`config.mk`:
```
export PLATFORM = sky130hd
export DESIGN_NAME = mcu_packet_assembler
export DESIGN_NICKNAME = d
export VERILOG_FILES = /design/src/rtl/mcu_packet_assembler.sv
export SDC_FILE = /design/constraint.sdc
export NUM_CORES = 1
export LEC_CHECK = 0
export CORE_UTILIZATION = 23
export CTS_CLUSTER_SIZE = 24
export DETAILED_ROUTE_END_ITERATION = 12
export PLACE_DENSITY = 0.5
export SYNTH_ARGS = -nofsm -noshare
export SYNTH_HDL_FRONTEND = slang
export SYNTH_SLANG_ARGS = --single-unit
```
`constraint.sdc`:
```
create_clock -name clk -period 68.6 [get_ports clk]
set_input_delay 17.15 -clock clk [delete_from_list [all_inputs] [get_ports clk]]
set_output_delay 17.15 -clock clk [all_outputs]
set_load 0.01 [all_outputs]
```
`src/rtl/mcu_packet_assembler.sv`:
```
// Assembles SPI-slave bytes into NDN interest/data packets with one-cycle RX_valid/frame_error.
// Optional MCU_ASM_LEN_CHECK_EN rejects interest packets whose meta length is 0 or > PREFIX_BYTES.
module mcu_packet_assembler #(
  parameter int unsigned PREFIX_BYTES = 8,
  parameter int unsigned DATA_BYTES   = 32
) (
  input  logic                      clk,
  input  logic                      rst,
  input  logic                      ss,
  input  logic [7:0]                byte_in,
  input  logic                      byte_valid,
  output logic                      RX_valid,
  output logic [7:0]                packet_meta_data,
  output logic [8*PREFIX_BYTES-1:0] packet_prefix,
  output logic [8*DATA_BYTES-1:0]   packet_data,
  output logic                      frame_error
);

  localparam int unsigned PrefixW   = 8 * PREFIX_BYTES;
  localparam int unsigned DataW     = 8 * DATA_BYTES;
  localparam logic [5:0]  PrefixLen = 6'(PREFIX_BYTES);
  localparam logic [5:0]  DataLen   = 6'(DATA_BYTES);

  typedef enum logic [1:0] {StIdle, StHdr, StBody, StErrWait} state_e;

  state_e               state_q, state_d;
  logic                 ss_prev_q;
  logic [5:0]           cnt_q, cnt_d;
  logic [7:0]           meta_sh_q, meta_sh_d;
  logic [PrefixW-1:0]   prefix_sh_q, prefix_sh_d;
  logic [DataW-1:0]     data_sh_q, data_sh_d;
  logic                 rx_valid_q, rx_valid_d;
  logic                 frame_error_q, frame_error_d;
  logic [7:0]           meta_q, meta_d;
  logic [PrefixW-1:0]   prefix_q, prefix_d;
  logic [DataW-1:0]     data_q, data_d;

  logic                 ss_fall;
  logic                 overflow;
  logic                 len_bad;
  logic                 accept;
  logic                 reject;
  logic [5:0]           exp_len;

  // ss_prev resets low so a frame already open at reset release is never seen as a falling edge.
  assign ss_fall = ss_prev_q & ~ss;
  assign exp_len = meta_sh_d[6] ? PrefixLen : DataLen;

  always_ff @(posedge clk or posedge rst) begin
    if (rst) begin
      state_q <= StIdle;
    end else begin
      state_q <= state_d;
    end
  end

  always_comb begin
    state_d = state_q;
    unique case (state_q)
      StIdle:    if (ss_fall) state_d = StHdr;
      StHdr:     if (ss) state_d = StIdle; else if (byte_valid) state_d = StBody;
      StBody:    if (ss) state_d = StIdle; else if (overflow) state_d = StErrWait;
      StErrWait: if (ss) state_d = StIdle;
      default:   state_d = StIdle;
    endcase
  end

  // Byte absorb happens before the close decision so a byte coincident with ss rising counts.
  always_comb begin
    cnt_d       = cnt_q;
    meta_sh_d   = meta_sh_q;
    prefix_sh_d = prefix_sh_q;
    data_sh_d   = data_sh_q;
    overflow    = 1'b0;
    unique case (state_q)
      StIdle: if (ss_fall) cnt_d = '0;
      StHdr:  if (byte_valid) meta_sh_d = byte_in;
      StBody: begin
        if (byte_valid) begin
          if (cnt_q == exp_len) begin
            overflow = 1'b1;
          end else begin
            if (meta_sh_q[6]) prefix_sh_d = {prefix_sh_q[PrefixW-9:0], byte_in};
            else              data_sh_d   = {data_sh_q[DataW-9:0], byte_in};
            if (cnt_q != 6'h3f) cnt_d = cnt_q + 6'd1;
          end
        end
      end
      default: ;
    endcase
  end

  always_comb begin
    len_bad = 1'b0;
`ifdef MCU_ASM_LEN_CHECK_EN
    len_bad = meta_sh_d[6] && ((meta_sh_d[5:0] == 6'd0) || (meta_sh_d[5:0] > PrefixLen));
`endif
    accept = ss && ((state_q == StHdr) || (state_q == StBody)) && !overflow &&
             (cnt_d == exp_len) && !len_bad;
    reject = ss && (state_q != StIdle) && !accept;

    rx_valid_d    = accept;
    frame_error_d = reject;
    meta_d        = accept ? meta_sh_d : meta_q;
    prefix_d      = (accept && meta_sh_d[6])  ? prefix_sh_d : prefix_q;
    data_d        = (accept && !meta_sh_d[6]) ? data_sh_d   : data_q;
  end

  always_ff @(posedge clk or posedge rst) begin
    if (rst) begin
      ss_prev_q     <= 1'b0;
      cnt_q         <= '0;
      meta_sh_q     <= '0;
      prefix_sh_q   <= '0;
      data_sh_q     <= '0;
      rx_valid_q    <= 1'b0;
      frame_error_q <= 1'b0;
      meta_q        <= '0;
      prefix_q      <= '0;
      data_q        <= '0;
    end else begin
      ss_prev_q     <= ss;
      cnt_q         <= cnt_d;
      meta_sh_q     <= meta_sh_d;
      prefix_sh_q   <= prefix_sh_d;
      data_sh_q     <= data_sh_d;
      rx_valid_q    <= rx_valid_d;
      frame_error_q <= frame_error_d;
      meta_q        <= meta_d;
      prefix_q      <= prefix_d;
      data_q        <= data_d;
    end
  end

  assign RX_valid         = rx_valid_q;
  assign frame_error      = frame_error_q;
  assign packet_meta_data = meta_q;
  assign packet_prefix    = prefix_q;
  assign packet_data      = data_q;

endmodule

```
==> results of run 1 <==
==> worst paths after layout <==
path                                                end
min in group asynchronous     prefix_sh_q[56]$_DFF_PP0_
hold reg to reg                data_sh_q[254]$_DFF_PP0_
setup reg to reg           packet_data[155]$_DFFE_PP0P_
hold / removal                 data_sh_q[254]$_DFF_PP0_
max in group asynchronous      prefix_sh_q[7]$_DFF_PP0_
setup / recovery           packet_data[155]$_DFFE_PP0P_
==> layout make-up <==
cell class | count | area share
timing repair buffer | 357 | 0.105
tap | 1500 | 0.0556
sequential | 667 | 0.495
clock inverter | 24 | 0.00931
inverter | 10 | 0.00134
clock buffer | 121 | 0.0717
multi-input combinational | 736 | 0.262
==> worst register-to-register path: cells and delay by family, from the launching register on <==
family                     cells  cell delay [ps]
muxes                          1              400
DFF                            1              460
adders and majority gates      1              170
buffers and inverters          4             2510
and+or+nand+nor                2              750
AOI/OAI and AO/OA              3              960
==> per-layer routing <==
metal,GRT usage,up-vias,share of wire
met4,0.0327,0,0.020
met1,0.147,7100,0.45
met2,0.166,312,0.45
met5,0,-,0
li1,-,6043,-
met3,0.0409,85,0.075
==> stage by stage <==
stage / cell area [sq um] / power [mW] / util
final: 33700 / 0.920 / 0.299
after global routing: 33700 / 0.963 / 0.299
after CTS: 33700 / 0.940 / 0.299
after detailed placement: 31000 / 0.492 / 0.275
after global placement: 31000 / 0.490 / 0.275
after floorplan: 26200 / 0.470 / -
==> registers in the layout, indices dropped and copies added (netlist names) <==
| name | cells |
|---|---|
| cnt_q | 6 |
| meta_sh_q | 8 |
| frame_error | 1 |
| RX_valid | 1 |
| packet_prefix | 64 |
| ss_prev_q | 1 |
| state_q | 2 |
| packet_data | 256 |
| data_sh_q | 256 |
| prefix_sh_q | 64 |
| packet_meta_data | 8 |
==> report_power, final <==
| part | leakage, nW | internal (mW) | switching (mW) |
|---|---|---|---|
| registers | 9.26 | 0.411 | 0.0112 |
| clock network | 1.35 | 0.267 | 0.170 |
| logic | 6.00 | 0.0284 | 0.0327 |
==> logic make-up after synthesis <==
logic type	share of synthesized area
AOI/OAI and AO/OA	0.00954
adders and majority gates	0.00286
buffers and inverters	0.0282
DFF	0.636
muxes	0.314
and+or+nand+nor	0.00968
==> cell usage in the layout, fill, tap and decap left out, drive strengths merged, types with 6 or more instances in the layout <==
master and count:
buf 16, bufinv 6, clkbuf 121, clkdlybuf4s50 341
clkinv 13, dfrtp 667, ha 6, inv 15
mux2 654, nand2 12, nand3 6
==> impl_results.md, run 1 <==
- Hold path startpoint: data_sh_q[254]$_DFF_PP0_
- Crit path time final: 21900 ps
- Largest area contributor in the netlist: dfrtp_1
- Syn Area/Cell: 17.7 sq um
- Worst reg2reg setup slack: 63230 ps
- Num CTS Buffers: 80
- Mapped cell area: between 20000 and 30000 sq um
- HPWL Detailed: 41800 um
- First-pass GRT wire length: 97900 um
- Multi-input gate area: 8830 sq um
- Area Overhead vs Synth: 28.6%
- Layout cells sized above 1: 0.421
- Number of port buffers: 341
- Placed Instances: 3270
- Tot GR Track Use: 0.110
- Die Area: 115000 sq um
- Async SR Flop Fraction: 1.00
- Worst-skew pair later-pin latency: roughly 640 ps
- Reg2reg start: cnt_q[0]$_DFF_PP0_
- RSZ-0062 raised after global routing: false
- CTS tree: done
- Diode count: 0
- Final worst slack: 46700 ps
- WHS Path Cells: 1
- Post-synth cell types: 46
- Routed WL per cell: 18.6 um
- CTS HTree Levels: 3
- Die X: 340 um
- Pwr/cell area: ~27 nW/um^2
- CP Data Required Time: 69100 ps
- #FFs+latches synth: 667
- DRT iter0 DRCs: 518
- Critical Path Sink Type: flop
- Setup-failing EPs final: 0
- Gate Count Post-Synth: about 1500
- Post-route DRC: 0
- Clock Skews: 27.2 ps
- FILL cells: 11100
- Top-count cell post-synth: dfrtp_1
- Worst-path clk slew: 50 ps
- CORE AREA: 113000 sq um
- Hold-fix buffer count after cts: 0
- Gr ovfl total: 0
- Final Instance Count excl. Fillers: 3415
- CTS sink cnt: 667
- Crit path max-delay cell type: buf_4
- Crit-path max FO: 51
- Worst-path cell chain: clkdlybuf4s50_1, nand3_1, a2111oi_1, a2111oi_0, o221a_2, nand3_4, buf_4, buf_4, buf_4, mux2_4
- CP Launch Point: byte_valid
- Min Hold Slack: 493 ps
- Reg area: 16700 sq um
- Levels on crit path: 10
- Leakage: 16.6 nW
- CTS root buffer: clkbuf_16
- Most frequent cell on the critical path: buf_4
- Place WS: about 46000 ps
- Via count: 13500
- Syn_nets: 1503
- Total Nets Final: 1870
- Maximum clock insertion buffer count: 3
- R2r worst-path depth: 11
- Peak VDD IR: 0.0167 mV
- GPL Wtd Cong: 0.739
- CP Launch Type: input port
- Worst path top cell family by delay: buffers and inverters
- Max-slew headroom: 0.0501
- Number of global-route vias before repair: 14900
- Initial core utilization: 0.233
- Endpoints failing hold: 0
- Postcts setup bufs: 0
- Ys Warns: 0
- Vias per cell: approximately 4.0
- Primary FF master, synth: dfrtp_1
- Post_cts resized: 0
- Commonest cells post-synth: dfrtp_1 (667), mux2_2 (425), mux2_4 (229)
- Slew of the pin with the lowest slew margin: 1420 ps
- Seq/Total Area, Yosys: 0.636
- Critical path class: in2reg
- Tcrit/Tclk final: 0.319
- Final slew viol count: 0
- Max Freq: roughly 46 MHz
- Antenna violations before repair: 1
- DRT Wirelength: 63400 um
- Largest net degree at the start of global routing: between 150 and 200
- Setup TNS: 0 ps
- CP max stage delay: 890 ps
- Io pins: 342
- Worst path bufs/invs: 4
- Max Cap Viol: 0
- Die Y: 340 um
- Hold WC Path Type: reg2reg
- Ranking of synthesized cells by area: dfrtp_1 (64%), mux2_2 (18%), mux2_4 (13%)
- CP arrival: ~22000 ps
- Status: finished clean
- Antenna-violating nets left: 0
- Pre-antenna DRT Iters: 4
- Synth top area share: 0.636
- Row count: 123
- EDFF count, synth: 0
Note: power is estimated with default switching activity, not from simulation.
==> run 2, diff against run 1 <==
- PLACE_DENSITY: 0.5 -> 0.51
- clock period: 68.6 -> 18.2 ns (I/O delays scaled with it)
==> run 2 against run 1 <==
Net effect: routed wire length fell by 1.5%; global-route usage fell by 0.078 points; core utilization barely moved; sequential power rose to 3.8 times the previous value; non-clock buffer count fell by 2; clock power rose to 3.8 times the previous value; critical path type unchanged; largest power group unchanged; highest routed layer is now met5.
==> impl_results.md, run 2 (synthesis gave the netlist of run 1 again) <==
- Critical path class: in2reg
- Switching fraction of total power: 0.237 (+0.00414)
- Diode count: 0 (unchanged)
- Number of global-route vias before repair: 15100 (+1.3%)
- HPWL Detailed: 41900 um (+0.15%)
- Row count: 123 (unchanged)
- Critical Path Sink Type: flop
- RSZ-0062 raised after global routing: false
- FILL cells: 11100 (-0.35%)
- Postcts setup bufs: 0 (unchanged)
- Via count: 13600 (+0.47%)
- Pwr/cell area: 102 nW/um^2 (+280%)
- DRT Wirelength: 62500 um (-1.5%)
- DRT iter0 DRCs: 708 (+37%)
- Slew of the pin with the lowest slew margin: 1100 ps (-326 ps)
- Initial core utilization: 0.233 (unchanged)
- Most common cell after layout, fill and taps aside: dfrtp_1
- Antenna-violating nets left: 0 (unchanged)
- Max-slew headroom: 0.268 (+0.218)
- Post_cts resized: 0 (unchanged)
- Final slew viol count: 0 (unchanged)
- Num CTS Buffers: 78 (-2.5%)
- Layout cells sized above 1: 0.423 (+0.00185)
- Placed Instances: 3268 (-0.061%)
- Hold-fix buffer count after cts: 0 (unchanged)
- Clock Skews: 29.9 ps (+2.68 ps)
- Worst-path cell chain: clkdlybuf4s50_1, nand3_1, a2111oi_1, a2111oi_0, o221a_2, nand3_4, buf_4, buf_4, buf_4, mux2_2
- Maximum clock insertion buffer count: 3 (unchanged)
- Net switching power: 819 uW (+280%)
- Logic pwr share: 0.067 (about the same)
- Largest net degree at the start of global routing: 179 (+2.9%)
- CP max stage delay: 930 ps (+40 ps)
- Placed standard-cell area: 31000 sq um (about the same)
- Crit path time final: 9360 ps
- Io pins: 342 (unchanged)
- Most frequent cells in the layout: dfrtp_1 (667), mux2_2 (425), clkdlybuf4s50_1 (341)
- Gr ovfl total: 0 (unchanged)
- Setup TNS: 0 ps (unchanged)
- Clock power share: 0.473 (-0.002)
- Worst reg2reg setup slack: 12750 ps (-50480 ps)
- Int Pwr: 2.64 mW (+270%)
- GPL Wtd Cong: 0.755 (+2.2%)
- Crit path max-delay cell type: buf_4
- Post-route DRC: 0 (unchanged)
- Routed WL per cell: 18.3 um (-1.3%)
- Tot GR Track Use: 0.110 (-0.000780)
- Total Nets Final: 1866 (-0.21%)
- Max Freq: between 100 and 150 MHz
- Vias per cell: 3.99 (+0.65%)
- CTS sink cnt: 667 (unchanged)
- First-pass GRT wire length: 97700 um (-0.30%)
- CP Data Required Time: 18710 ps (-50390 ps)
- Number of port buffers: 341 (unchanged)
- Leakage: 16.6 nW (-0.13%)
- Worst-skew pair later-pin latency: 650 ps (about the same)
- Die Y: 340 um (unchanged)
- CP arrival: 9880 ps (-12510 ps)
- CP Launch Type: input port
- Final Instance Count excl. Fillers: 3409 (-0.18%)
- CORE AREA: 113000 sq um (unchanged)
- Die Area: 115000 sq um (unchanged)
- Max Cap Viol: 0 (unchanged)
- Place WS: 8140 ps (-37960 ps)
- Worst-path clk slew: 50 ps (about the same)
- Final instance area: 33700 sq um (about the same)
- Sequential share of power: 0.460 (about the same)
- Antenna violations before repair: 2 (+1)
- CTS tree: done
- Setup-failing EPs final: 0 (unchanged)
- Endpoints failing hold: 0 (unchanged)
- Area Overhead vs Synth: 28.6% (about the same)
- Crit-path max FO: 53 (+3.9%)
- Most frequent cell on the critical path: buf_4
- Hold WC Path Type: reg2reg
- Pre-antenna DRT Iters: 5 (+1)
- Peak VDD IR: 0.0533 mV (+220%)
- Status: finished clean
- CTS HTree Levels: 3 (unchanged)
- Die X: 340 um (unchanged)
- Tcrit/Tclk final: 0.514
- CTS root buffer: clkbuf_16
- Final worst slack: 8840 ps (-37870 ps)
## run 2: changes by cell type in the layout (fill, tap and decap cells not counted), sizes merged
cell and delta:
buf -2, bufinv +2, clkbuf -15, clkinv +5, clkinvlp +5, inv -1
## run 2: layer usage
metal | wire length [um] | vias to the layer above | GRT usage
met3 | 4640 | 105 | 0.0381
met5 | 13 | - | 0
met1 | 27500 | 7110 | 0.142
met4 | 1450 | 2 | 0.0369
li1 | - | 6050 | -
met2 | 28900 | 337 | 0.169
## run 2: final timing paths
kind	end	start	depth (start not counted)
max	packet_data[254]$_DFFE_PP0P_	byte_valid	10
min	data_sh_q[251]$_DFF_PP0_	data_sh_q[251]$_DFF_PP0_	1
max reg2reg	packet_data[254]$_DFFE_PP0P_	cnt_q[0]$_DFF_PP0_	11
min reg2reg	data_sh_q[251]$_DFF_PP0_	data_sh_q[251]$_DFF_PP0_	1
max in group asynchronous	packet_data[76]$_DFFE_PP0P_	rst	5
min in group asynchronous	packet_prefix[61]$_DFFE_PP0P_	rst	2
## run 2: cell type report
class	count	area, sq um	share of cell area
clock buffers	106	2230	0.0660
multi-input cells	736	8830	0.262
clock inverters	35	505	0.0150
repair buffers	355	3570	0.106
well taps	1500	1880	0.0556
flip-flops and latches	667	16700	0.495
inverters	10	41.3	0.00122
## run 2: power by group through the flow
| stage | registers (mW) | clock network, mW | logic, mW |
|---|---|---|---|
| floorplan | 1.61 | 0 | 0.166 |
| global placement | 1.61 | 0 | 0.228 |
| detailed placement | 1.62 | 0 | 0.236 |
| CTS | 1.59 | 1.70 | 0.238 |
| global route | 1.60 | 1.76 | 0.258 |
| finish | 1.59 | 1.64 | 0.233 |
## run 2: per-stage QoR
stage | hold slack, ps | util | total power, mW
after floorplan | 468 | - | 1.77
after global placement | 477 | 0.275 | 1.84
after detailed placement | 481 | 0.275 | 1.85
after CTS | 494 | 0.299 | 3.53
after global routing | 509 | 0.299 | 3.62
final | 491 | 0.299 | 3.46
## run 2: worst max-delay path, delay by kind of cell
family                 cells  cell delay [ps]
buffers and inverters      4             3200
AND/OR/NAND/NOR            2              490
multiplexers               1              400
AO/OA/AOI/OAI              3             1090
